[src/rtl/spi_dac_pkg.sv]
// Shared constants, FSM state type and frame packing for the SPI DAC refresh engine.
package spi_dac_pkg;

    localparam logic [3:0] CMD_WRITE_UPDATE = 4'b0011;
    localparam logic [3:0] ADDR_ALL         = 4'hF;

    typedef enum logic [2:0] {
        ST_IDLE,
        ST_LOAD,
        ST_SHIFT_LO,
        ST_SHIFT_HI,
        ST_HOLD,
        ST_GAP,
        ST_CLR
    } state_e;

    function automatic logic [31:0] pack_frame(input logic [3:0] addr, input logic [15:0] data);
        return {8'h00, CMD_WRITE_UPDATE, addr, data};
    endfunction

endpackage

[src/rtl/spi_dac_rr_arb.sv]
// Round-robin first-set search over the dirty flags, starting at the pointer.
module spi_dac_rr_arb #(
    parameter int unsigned NUM_CH = 4,
    parameter int unsigned CH_W   = 2
) (
    input  logic [NUM_CH-1:0] req_i,
    input  logic [CH_W-1:0]   ptr_i,
    output logic [CH_W-1:0]   sel_o,
    output logic              vld_o
);

    always_comb begin
        logic [CH_W-1:0] idx;
        sel_o = '0;
        vld_o = 1'b0;
        idx   = '0;
        for (int unsigned i = 0; i < NUM_CH; i++) begin
            idx = CH_W'((32'(ptr_i) + i) % NUM_CH);
            if (!vld_o && req_i[idx]) begin
                vld_o = 1'b1;
                sel_o = idx;
            end
        end
    end

endmodule

[src/rtl/spi_dac_multi_ch.sv]
// Multi-channel SPI DAC refresh engine: shadow registers with dirty tracking,
// round-robin 32-bit write-and-update frames, async-clear pulses and SDO readback.
module spi_dac_multi_ch
    import spi_dac_pkg::*;
#(
    parameter int unsigned DATA_W  = 12,
    parameter int unsigned NUM_CH  = 4,
    parameter int unsigned CLK_DIV = 2,
    parameter int unsigned CS_GAP  = 4,
    parameter int unsigned CLR_CYC = 8,
    localparam int unsigned CH_W   = (NUM_CH > 1) ? $clog2(NUM_CH) : 1
) (
    input  logic              clk,
    input  logic              reset_n,
    input  logic              wr_en,
    input  logic [CH_W-1:0]   wr_ch,
    input  logic [DATA_W-1:0] wr_data,
    input  logic              clr_req,
    output logic              busy,
    output logic              done,
    output logic [CH_W-1:0]   done_ch,
    output logic [31:0]       rb_data,
    output logic [NUM_CH-1:0] dirty,
    output logic              dac_cs_n,
    output logic              spi_sck,
    output logic              spi_mosi,
    input  logic              spi_miso,
    output logic              dac_clr_n
);

    state_e            state_q, state_d;
    logic [31:0]       cnt_q, cnt_d;
    logic [4:0]        bit_q, bit_d;
    logic [31:0]       shift_q, shift_d;
    logic [31:0]       rb_shift_q, rb_shift_d;
    logic [31:0]       rb_data_q, rb_data_d;
    logic [NUM_CH-1:0] dirty_q, dirty_d;
    logic [CH_W-1:0]   ptr_q, ptr_d;
    logic [CH_W-1:0]   cur_ch_q, cur_ch_d;
    logic              clr_pend_q, clr_pend_d;
    logic [DATA_W-1:0] shadow_q [NUM_CH];
    logic [CH_W-1:0]   sel;
    logic              sel_vld;
    logic              wr_hit;
    logic [15:0]       sel_data;

    assign wr_hit   = wr_en && (32'(wr_ch) < NUM_CH);
    assign sel_data = 16'(shadow_q[sel]) << (16 - DATA_W);

    spi_dac_rr_arb #(
        .NUM_CH (NUM_CH),
        .CH_W   (CH_W)
    ) u_arb (
        .req_i (dirty_q),
        .ptr_i (ptr_q),
        .sel_o (sel),
        .vld_o (sel_vld)
    );

    always_ff @(posedge clk or negedge reset_n) begin
        if (!reset_n) begin
            for (int unsigned i = 0; i < NUM_CH; i++) shadow_q[i] <= '0;
        end else if (wr_hit) begin
            shadow_q[wr_ch] <= wr_data;
        end
    end

    always_ff @(posedge clk or negedge reset_n) begin
        if (!reset_n) begin
            state_q    <= ST_IDLE;
            cnt_q      <= '0;
            bit_q      <= '0;
            shift_q    <= '0;
            rb_shift_q <= '0;
            rb_data_q  <= '0;
            dirty_q    <= '0;
            ptr_q      <= '0;
            cur_ch_q   <= '0;
            clr_pend_q <= 1'b0;
        end else begin
            state_q    <= state_d;
            cnt_q      <= cnt_d;
            bit_q      <= bit_d;
            shift_q    <= shift_d;
            rb_shift_q <= rb_shift_d;
            rb_data_q  <= rb_data_d;
            dirty_q    <= dirty_d;
            ptr_q      <= ptr_d;
            cur_ch_q   <= cur_ch_d;
            clr_pend_q <= clr_pend_d;
        end
    end

    always_comb begin
        state_d    = state_q;
        cnt_d      = cnt_q;
        bit_d      = bit_q;
        shift_d    = shift_q;
        rb_shift_d = rb_shift_q;
        rb_data_d  = rb_data_q;
        dirty_d    = dirty_q;
        ptr_d      = ptr_q;
        cur_ch_d   = cur_ch_q;
        clr_pend_d = clr_pend_q | clr_req;
        unique case (state_q)
            ST_IDLE: begin
                if (clr_pend_q) begin
                    state_d    = ST_CLR;
                    cnt_d      = '0;
                    clr_pend_d = clr_req;
                end else if (sel_vld) begin
                    state_d = ST_LOAD;
                end
            end
            ST_LOAD: begin
                shift_d      = pack_frame(4'(sel) & ADDR_ALL, sel_data);
                dirty_d[sel] = 1'b0;
                ptr_d        = CH_W'((32'(sel) + 1) % NUM_CH);
                cur_ch_d     = sel;
                cnt_d        = '0;
                bit_d        = '0;
                state_d      = ST_SHIFT_LO;
            end
            ST_SHIFT_LO: begin
                if (cnt_q == CLK_DIV - 1) begin
                    cnt_d      = '0;
                    rb_shift_d = {rb_shift_q[30:0], spi_miso};
                    state_d    = ST_SHIFT_HI;
                end else begin
                    cnt_d = cnt_q + 1;
                end
            end
            ST_SHIFT_HI: begin
                if (cnt_q == CLK_DIV - 1) begin
                    cnt_d = '0;
                    if (bit_q == 5'd31) begin
                        state_d = ST_HOLD;
                    end else begin
                        bit_d   = bit_q + 5'd1;
                        shift_d = {shift_q[30:0], 1'b0};
                        state_d = ST_SHIFT_LO;
                    end
                end else begin
                    cnt_d = cnt_q + 1;
                end
            end
            ST_HOLD: begin
                rb_data_d = rb_shift_q;
                cnt_d     = '0;
                state_d   = ST_GAP;
            end
            ST_GAP: begin
                // A clear queued during the frame starts straight from GAP so busy never drops in between.
                if (cnt_q == CS_GAP - 1) begin
                    cnt_d = '0;
                    if (clr_pend_q) begin
                        state_d    = ST_CLR;
                        clr_pend_d = clr_req;
                    end else begin
                        state_d = ST_IDLE;
                    end
                end else begin
                    cnt_d = cnt_q + 1;
                end
            end
            ST_CLR: begin
                if (cnt_q == CLR_CYC - 1) begin
                    cnt_d   = '0;
                    state_d = ST_IDLE;
                end else begin
                    cnt_d = cnt_q + 1;
                end
            end
            default: state_d = ST_IDLE;
        endcase
        // Applied after the LOAD clear so a same-cycle write re-arms the channel.
        if (wr_hit) dirty_d[wr_ch] = 1'b1;
    end

    // Frame bit 31 is always zero, so MOSI idles low through LOAD.
    assign dac_cs_n  = !(state_q inside {ST_LOAD, ST_SHIFT_LO, ST_SHIFT_HI, ST_HOLD});
    assign spi_sck   = (state_q == ST_SHIFT_HI);
    assign spi_mosi  = (state_q inside {ST_SHIFT_LO, ST_SHIFT_HI}) && shift_q[31];
    assign dac_clr_n = (state_q != ST_CLR);
    assign busy      = (state_q != ST_IDLE);
    assign done      = (state_q == ST_GAP) && (cnt_q == '0);
    assign done_ch   = cur_ch_q;
    assign rb_data   = rb_data_q;
    assign dirty     = dirty_q;

endmodule
[config.mk]
export PLATFORM = sky130hd
export DESIGN_NAME = spi_dac_multi_ch
export DESIGN_NICKNAME = d
export VERILOG_FILES = /design/src/rtl/spi_dac_pkg.sv /design/src/rtl/spi_dac_rr_arb.sv /design/src/rtl/spi_dac_multi_ch.sv
export SDC_FILE = /design/constraint.sdc
export NUM_CORES = 1
export LEC_CHECK = 0
export BUFFER_PORTS_ARGS = -buffer_cell sky130_fd_sc_hd__buf_4
export CAP_MARGIN = 10
export CORE_MARGIN = 5
export CORE_UTILIZATION = 55
export CTS_CLUSTER_DIAMETER = 150
export CTS_CLUSTER_SIZE = 30
export DETAILED_ROUTE_END_ITERATION = 16
export MAX_ROUTING_LAYER = met4
export PLACE_DENSITY = 0.74
export SLEW_MARGIN = 20
export SYNTH_ARGS = -nofsm -noshare
export SYNTH_HDL_FRONTEND = slang
export SYNTH_HIERARCHICAL = 1
export SYNTH_SLANG_ARGS = --single-unit
export TNS_END_PERCENT = 30
[constraint.sdc]
create_clock -name clk -period 3.9 [get_ports clk]
set_input_delay 0.39 -clock clk [delete_from_list [all_inputs] [get_ports clk]]
set_output_delay 0.39 -clock clk [all_outputs]
set_load 0.01 [all_outputs]
# After elaboration in Yosys (flattened, before gate mapping)

Cells that the tools add are included.

Register bits after elaboration: 193
Logic and storage cells: 131

Add/sub/neg operators: 6
$lt $le $gt $ge: 11
Equal/unequal tests: 18
Multiplexer cells: 51
Bitwise logic cells: 6
Reductions and logical operators: 25

Operator list:

| operator                                                               | count |
|---|---|
| 32-bit 2-to-1 mux                                                      | 6 |
| 32-bit case mux with 5 select lines                                    | 1 |
| 32-bit case mux with 2 select lines                                    | 1 |
| 48-bit bitwise mux                                                     | 1 |
| 12-bit 2-to-1 mux                                                      | 3 |
| 32-bit by 1-bit adder with 32-bit output, second input constant        | 1 |
| 32-bit by 1-bit equality test with 1-bit output, second input constant | 1 |
| 32-bit by 2-bit equality test with 1-bit output, second input constant | 1 |
| 32-bit by 3-bit equality test with 1-bit output, second input constant | 1 |
| 32-bit logical NOT                                                     | 1 |
| 12-bit binary-select mux with 2-bit select                             | 1 |
| 12-bit demux with 2-bit select                                         | 1 |
| 3-bit 2-to-1 mux                                                       | 8 |
| 3-bit case mux with 7 select lines                                     | 1 |
| 2-bit by 3-bit < comparator with 1-bit output, second input constant   | 6 |
| 1-bit 2-to-1 mux                                                       | 12 |
| 5-bit 2-to-1 mux                                                       | 2 |
| 2-bit != test, second input constant                                   | 5 |
| 5-bit case mux with 2 select lines                                     | 1 |
| 3-bit equality test, second input constant                             | 3 |
| 1-bit binary-select mux with 2-bit select                              | 4 |
| 1-bit logical AND                                                      | 8 |
| 2-bit 2-to-1 mux                                                       | 4 |
| 4-bit 2-to-1 mux                                                       | 2 |
| 28 further kinds                                                       | 42 |

# Longest topological paths before layout

Gate-level depths: netlist of run 1.

Depth in word-level cells: 21
Mapped depth: 10
Depth with buffers taken out: 9

# Modules after synthesis

The synthesis of run 1 kept the hierarchy.

By module, submodules not included:

| module           | instances | cells each | area an instance (um2) |
|---|---|---|---|
| spi_dac_multi_ch | 1         | 661        | 8436.8 |
| spi_dac_rr_arb   | 1         | 15         | 77.6 |

# Worst setup path before layout of run 1

No wires, ideal clock.

Path type: register to register
Start: register dirty_q[1], in the netlist dirty[1]
End: register shift_q[10]
Data arrival time: 2607 ps
Required time: 3766 ps
Path slack: 1159 ps
Cell stages (with the launch flop): 9
Path buffers: 2
Cells stage by stage: dfrtp_1 -> inv_1 -> a221o_1 -> a21oi_1 -> clkbuf_1 -> buf_1 -> mux4_2 -> mux2i_1 -> o21ai_0

Word-level cells in the longest chain between the ends: 17
Elaborated cells between the ends (all ways): 26

Ends and longest elaborated chain:

| what                                                    | RTL line                | RTL |
|---|---|---|
| start: declaration                                      | spi_dac_multi_ch.sv:37  | `logic [NUM_CH-1:0] dirty_q, dirty_d;` |
| start signal: assignment                                | spi_dac_multi_ch.sv:87  | `dirty_q <= dirty_d;` |
| 1-bit binary-select mux with 2-bit select               | spi_dac_rr_arb.sv:19    | `if (!vld_o && req_i[idx]) begin` |
| 1-bit 2-to-1 mux (implied by the code)                  | spi_dac_rr_arb.sv:19    |  |
| 1-bit 2-to-1 mux                                        | spi_dac_rr_arb.sv:19    |  |
| 1-bit logical NOT                                       | spi_dac_rr_arb.sv:19    |  |
| 1-bit logical AND                                       | spi_dac_rr_arb.sv:19    |  |
| 1-bit 2-to-1 mux                                        | spi_dac_rr_arb.sv:19    |  |
| 1-bit logical NOT                                       | spi_dac_rr_arb.sv:19    |  |
| 1-bit logical AND                                       | spi_dac_rr_arb.sv:19    |  |
| 1-bit 2-to-1 mux                                        | spi_dac_rr_arb.sv:19    |  |
| 1-bit logical NOT                                       | spi_dac_rr_arb.sv:19    |  |
| 1-bit logical AND                                       | spi_dac_rr_arb.sv:19    |  |
| 2-bit 2-to-1 mux *                                      | spi_dac_rr_arb.sv:19    |  |
| via sel[0]                                              | spi_dac_multi_ch.sv:42  | `logic [CH_W-1:0] sel;` |
| 2-bit NOT with 3-bit output (implied by the code) *     | spi_dac_multi_ch.sv:48  | `assign sel_data = 16'(shadow_q[sel]) << (16 - DATA_W);` |
| 12-bit binary-select mux with 2-bit select *            | spi_dac_multi_ch.sv:48  |  |
| 12-bit 2-to-1 mux (implied by the code) * (2 in series) | spi_dac_multi_ch.sv:48  |  |
| 32-bit case mux with 2 select lines *                   | spi_dac_multi_ch.sv:105 | `unique case (state_q)` |
| end signal: assignment                                  | spi_dac_multi_ch.sv:84  | `shift_q <= shift_d;` |
| end: declaration                                        | spi_dac_multi_ch.sv:34  | `logic [31:0] shift_q, shift_d;` |

The timed path passes the listed nets; every way through them passes the cells marked *. The select of a mux whose other input is x is not followed.
A chain may end at the register's enable or synchronous reset.

# Worst setup path in the final report of run 1

Start: register cnt_q[16]
End: register cnt_q[27]

Word-level cells in the longest chain between the ends: 3
Elaborated cells between the ends (all ways): 8

Ends and longest elaborated chain:

| what                                                                   | RTL line                | RTL |
|---|---|---|
| start: declaration                                                     | spi_dac_multi_ch.sv:32  | `logic [31:0] cnt_q, cnt_d;` |
| start signal: assignment                                               | spi_dac_multi_ch.sv:82  | `cnt_q <= cnt_d;` |
| 32-bit by 1-bit adder with 32-bit output, or another cell as far along | n/a                     |  |
| 32-bit 2-to-1 mux (on tied branches)                                   | n/a                     |  |
| 32-bit case mux with 5 select lines *                                  | spi_dac_multi_ch.sv:105 |  |

Mark *: on every way between the ends. The rest lies on a longest branch, timed or not.

==> impl_metrics.ini, run 1 <==
[outcome]
status = completed

[die]
dieArea_um2 = 18100
fp.dieW_um = 134
rows = 45
io_pins = 63
fp.dieH_um = 134
start_util = 0.560
fp.coreArea_um2 = 15200

[global_route]
grt_max_degree = 107
grt.total_usage = 0.206
grt_overflow = 0
antenna_found_initial = 0
grt_pass1_vias = 5844
grt_pass1_wl_um = 29300

[logic_synthesis]
avgSynthCellArea_um2 = 12.6
netlist_area_um2 = 8510
async_flop_share = 1.00
ys_types = 59
ys_ff_latch = 189
yosysSeqAreaShare = 0.555
yosys-top-cells-count = 189 x dfrtp_1, 113 x mux2_2, 57 x nand2_1
synth_nets = 704
synth_edf_count = 0
synth_top_area_cell = dfrtp_1
yosys-top-cells-area = dfrtp_1 56%, mux2_2 15%, mux4_2 3.2%
synth_cells = 676
synth_top_area_frac = 0.555
synth_warnings = 6
yosys.cell_count.top_type = dfrtp_1
ys.flop_type = dfrtp_1

[job]
drv_cap = 0

[clock_tree]
cts.clk_slew.worst_paths_ps = 80
clock-sinks = 189
post_cts_buffers = 0
holdBufCountCts = 0
cts_tree = done
clockRootBuffer = clkbuf_16
cts_made_buffers = 17
cts_resized = 0
clk_latency_ps = 430
cts_max_level = 4
clockBufferDepth = 2

[critical_path]
cp.required_ps = 4210
cp.arrival_ps = 3270
path_class = register to register
start_kind = register
path_max_fanout = 20
endpoint_kind = register

[min_path]
hold_path.class = primary input to asynchronous set/reset pin

[power]
switching_share = 0.342
p_per_area_nw_per_um2 = 658
p_leak_nw = 4.48
power_frac_comb = 0.312
p_sw_mw = 2.20
p_clk_frac = 0.274
ir_drop_v = 0.000484
p_int_mw = 4.23
p_total_mw = 6.42
seqPwrFrac = 0.414

[layout]
final_cells = 934
n_antenna_cell = 0
nNetsFinal = 761
n_fill_cell = 1107
drive_gt1_frac = 0.327
syn2layout_area_growth_pct = 14.7

[timing]
maxSlewViolCount = 0
skew_ps = 9.62
whs_ps = 5.08
layout_min_cycle_time_ps = 2950
fmax_ghz = 0.339
worst_slew_pin_slew_ps = 958
hold_viol = 0
finalSetupViolCount = 0
rsz0062_at_grt = no
relSlewSlack = 0.358
setup-tns-final_ps = 0
min_period_over_period = 0.757

[detailed_routing]
vias = 5610
drc = 0
first_iter_violations = 570
wl_per_cell_um = 18.3
firstDrtPassIters = 5
viasPerCell = 6.01
wl_um = 17100
drtAntennaViolNets = 0

[place]
place_congestion = 0.871
dpl.hpwl_um = 11500
placed_cells = 902
portBuffers = 62
power by group through the flow:
stage | registers (mW) | clock network (mW) | logic (mW)
6_report | 2.66 | 1.76 | 2.00
5_1_grt | 2.71 | 1.89 | 2.22
4_1_cts | 2.65 | 1.80 | 2.03
3_5_place_dp | 2.69 | 0 | 2.02
3_3_place_gp | 2.66 | 0 | 1.96
2_1_floorplan | 2.57 | 0 | 1.54
state kept, by name, summed over array words and instances, names as in the netlist:
signal,count
rb_data,32
done_ch,2
state_q,3
rb_shift_q,32
shadow_q,48
cnt_q,32
clr_pend_q,1
dirty,4
shift_q,28
ptr_q,2
bit_q,5
final cells by class:
type | count | area [um2] | share of cell area
clock buffers | 17 | 425 | 0.0436
clock inverters | 15 | 183 | 0.0187
inverters | 19 | 71.3 | 0.00730
multi-input cells | 436 | 3580 | 0.366
flip-flops and latches | 189 | 4730 | 0.484
well taps | 188 | 235 | 0.0241
repair buffers | 70 | 542 | 0.0555
logic make-up (layout without fill, tap and decap cells):
group | Yosys count | in the layout | synth area share
AOI/OAI and AO/OA | 112 | 112 | 0.0939
xor gates and xnor gates | 10 | 10 | 0.0103
adders and majority gates | 10 | 10 | 0.0144
buffers and inverters | 51 | 121 | 0.0263
DFF | 189 | 189 | 0.555
muxes | 137 | 137 | 0.195
and+or+nand+nor | 167 | 167 | 0.104
placed cells by master (no fill, tap or decap), types with 6 or more instances in the layout:
cell and instances:
dfrtp_1 189, mux2_2 113, buf_4 68, nand2_1 57, o21ai_0 34, nand3_1 23
inv_1 17, a22o_1 17, clkbuf_16 17, nor2_1 15, a21oi_1 12, mux4_2 12
mux2i_1 12, nand4_1 11, o31ai_1 10, nor4_1 9, ha_1 9, o211ai_1 7
and3_1 6, and4_1 6, xor2_1 6
worst max-delay path, stage by stage, from the launching register on:
cell,delay [ps]
dfrtp_1,420
nor4_1,400
nand4_2,310
o41ai_4,580
and2_1,670
o21ai_1,160
mux2_2,280
routing by layer:
layer  up-vias  track usage  part of all wire
met4         0       0.0622             0.014
met1      2817        0.272              0.45
met2       154        0.322              0.49
met3        26       0.0461             0.045
met5         -            -                 0
li1       2613            -                 -
path summary, 6_finish.rpt:
check	startpoint	endpoint	slack, ps	depth (start not counted)
hold reg to reg	shift_q[7]	shift_q[7]	490	2
setup reg to reg	cnt_q[16]	cnt_q[27]	950	6
hold / removal	reset_n	cnt_q[18]	5	1
max in group asynchronous	reset_n	shadow_q[45]	2870	2
setup / recovery	cnt_q[16]	cnt_q[27]	950	6
min in group clk	clr_req	clr_pend_q	150	2
stage by stage:
step	utilization	area (um2)	worst slack (ps)
final	0.642	9760	947
after global routing	0.642	9760	754
after global placement	0.602	9160	1050
after floorplan	-	8510	1160
after detailed placement	0.602	9160	976
after CTS	0.642	9760	966
Note: power is estimated with default switching activity, not from simulation.
==> run 2: changes to the inputs <==
Clock period 3.9 ns to 2.8 ns, I/O delays scaled along.
==> impl_metrics.ini, run 2 (same netlist as run 1, synthesis figures left out) <==
[detailed_routing]
first_iter_violations = 424
drc = 0
wl_um = 17800
viasPerCell = 6.03
wl_per_cell_um = 18.8
drtAntennaViolNets = 0
firstDrtPassIters = 4
vias = 5695

[clock_tree]
clk_latency_ps = 430
clockBufferDepth = 2
cts_tree = done
cts.clk_slew.worst_paths_ps = 70
clockRootBuffer = clkbuf_16
cts_max_level = 4
clock-sinks = 189
post_cts_buffers = 0
cts_made_buffers = 17

[min_path]
hold_path.class = primary input to register
holdPathStages = 2

[place]
dpl.hpwl_um = 11700
portBuffers = 62
place_congestion = 0.873
pre_cts_slack_ps = 217

[die]
fp.coreArea_um2 = 15200
fp.dieH_um = 134
start_util = 0.560
fp.dieW_um = 134
dieArea_um2 = 18100
rows = 45
io_pins = 63

[timing]
hold_viol = 0
min_period_over_period = 0.952
maxSlewViolCount = 0
fmax_ghz = 0.375
fin_ws_ps = 135
relSlewSlack = 0.431
layout_min_cycle_time_ps = 2670
skew_ps = 11.0
rsz0062_at_grt = no
setup-tns-final_ps = 0
worst_slew_pin_slew_ps = 851
finalSetupViolCount = 0

[layout]
final_cell_mix = 189 x dfrtp_1, 113 x mux2_2, 76 x buf_4
syn2layout_area_growth_pct = 15.9
final_common_cell = dfrtp_1
nNetsFinal = 771
drive_gt1_frac = 0.339
n_antenna_cell = 0
largest_register_ffs = 48
n_fill_cell = 1106
top_register = shadow_q

[critical_path]
r2r_cells = 7
path_max_fanout = 6
cp.arrival_ps = 2390
path_class = register to primary output
endpoint_kind = primary output
start_kind = register
cp.required_ps = 2520

[global_route]
grt_pass1_wl_um = 30000
antenna_found_initial = 0
grt_pass1_vias = 5957
grt_overflow = 0
grt.total_usage = 0.214
grt_max_degree = 75

[power]
p_leak_nw = 4.55
p_per_area_nw_per_um2 = 922
ir_drop_v = 0.000734

[job]
drv_cap = 0

[outcome]
status = completed
[run 2: cell type report]
| type | instances | area [um2] | share of cell area |
|---|---|---|---|
| Clock inverter | 13 | 153 | 0.0155 |
| Tap cell | 188 | 235 | 0.0238 |
| Multi-Input combinational cell | 436 | 3590 | 0.364 |
| Inverter | 19 | 71.3 | 0.00723 |
| Clock buffer | 19 | 453 | 0.0459 |
| Sequential cell | 189 | 4730 | 0.479 |
| Timing Repair Buffer | 80 | 632 | 0.0640 |
[run 2: metal layers]
layer  up-vias  share of wire  global-route usage
met5         -              0                   -
met4         0          0.019              0.0764
met3        29          0.044              0.0473
met2       134           0.50               0.339
met1      2904           0.44               0.273
li1       2628              -                   -
[run 2: critical path, cell delays in order, from the launching register on]
cell and delay [ps]:
dfrtp_1 430, nor4_1 430, nand4_2 320, nor2_1 270
nor4bb_2 310, buf_4 180
[run 2: final timing paths]
| kind | start | end | slack, ps |
|---|---|---|---|
| max reg2reg | cnt_q[16] | cnt_q[26] | 220 |
| max | cnt_q[16] | done | 130 |
| min in group asynchronous | reset_n | cnt_q[20] | 410 |
| max in group asynchronous | reset_n | shadow_q[41] | 1590 |
| min | clr_req | clr_pend_q | 50 |
| min reg2reg | shift_q[21] | shift_q[22] | 490 |
[run 2: per-stage QoR]
step	util	total power [mW]	std cells	cell area (um2)	hold WS, ps
after floorplan	-	5.73	676	8510	-15.6
after global placement	0.608	6.51	911	9240	318
after detailed placement	0.608	6.65	911	9240	328
after CTS	0.648	9.15	944	9850	32.4
after global routing	0.649	9.62	944	9870	37.0
final	0.649	9.10	944	9870	47.4
[run 2: power by group]
part	internal (mW)	switching, mW
logic	1.38	1.59
clock network	1.39	1.08
registers	3.25	0.418
[run 2: repair_timing]
item / 4_1_cts / 5_1_grt
setup endpoints to repair: 0 / 2
endpoints found under the hold margin: 63 / 0
hold buffers: 1 / 0
resized for setup: 0 / 3
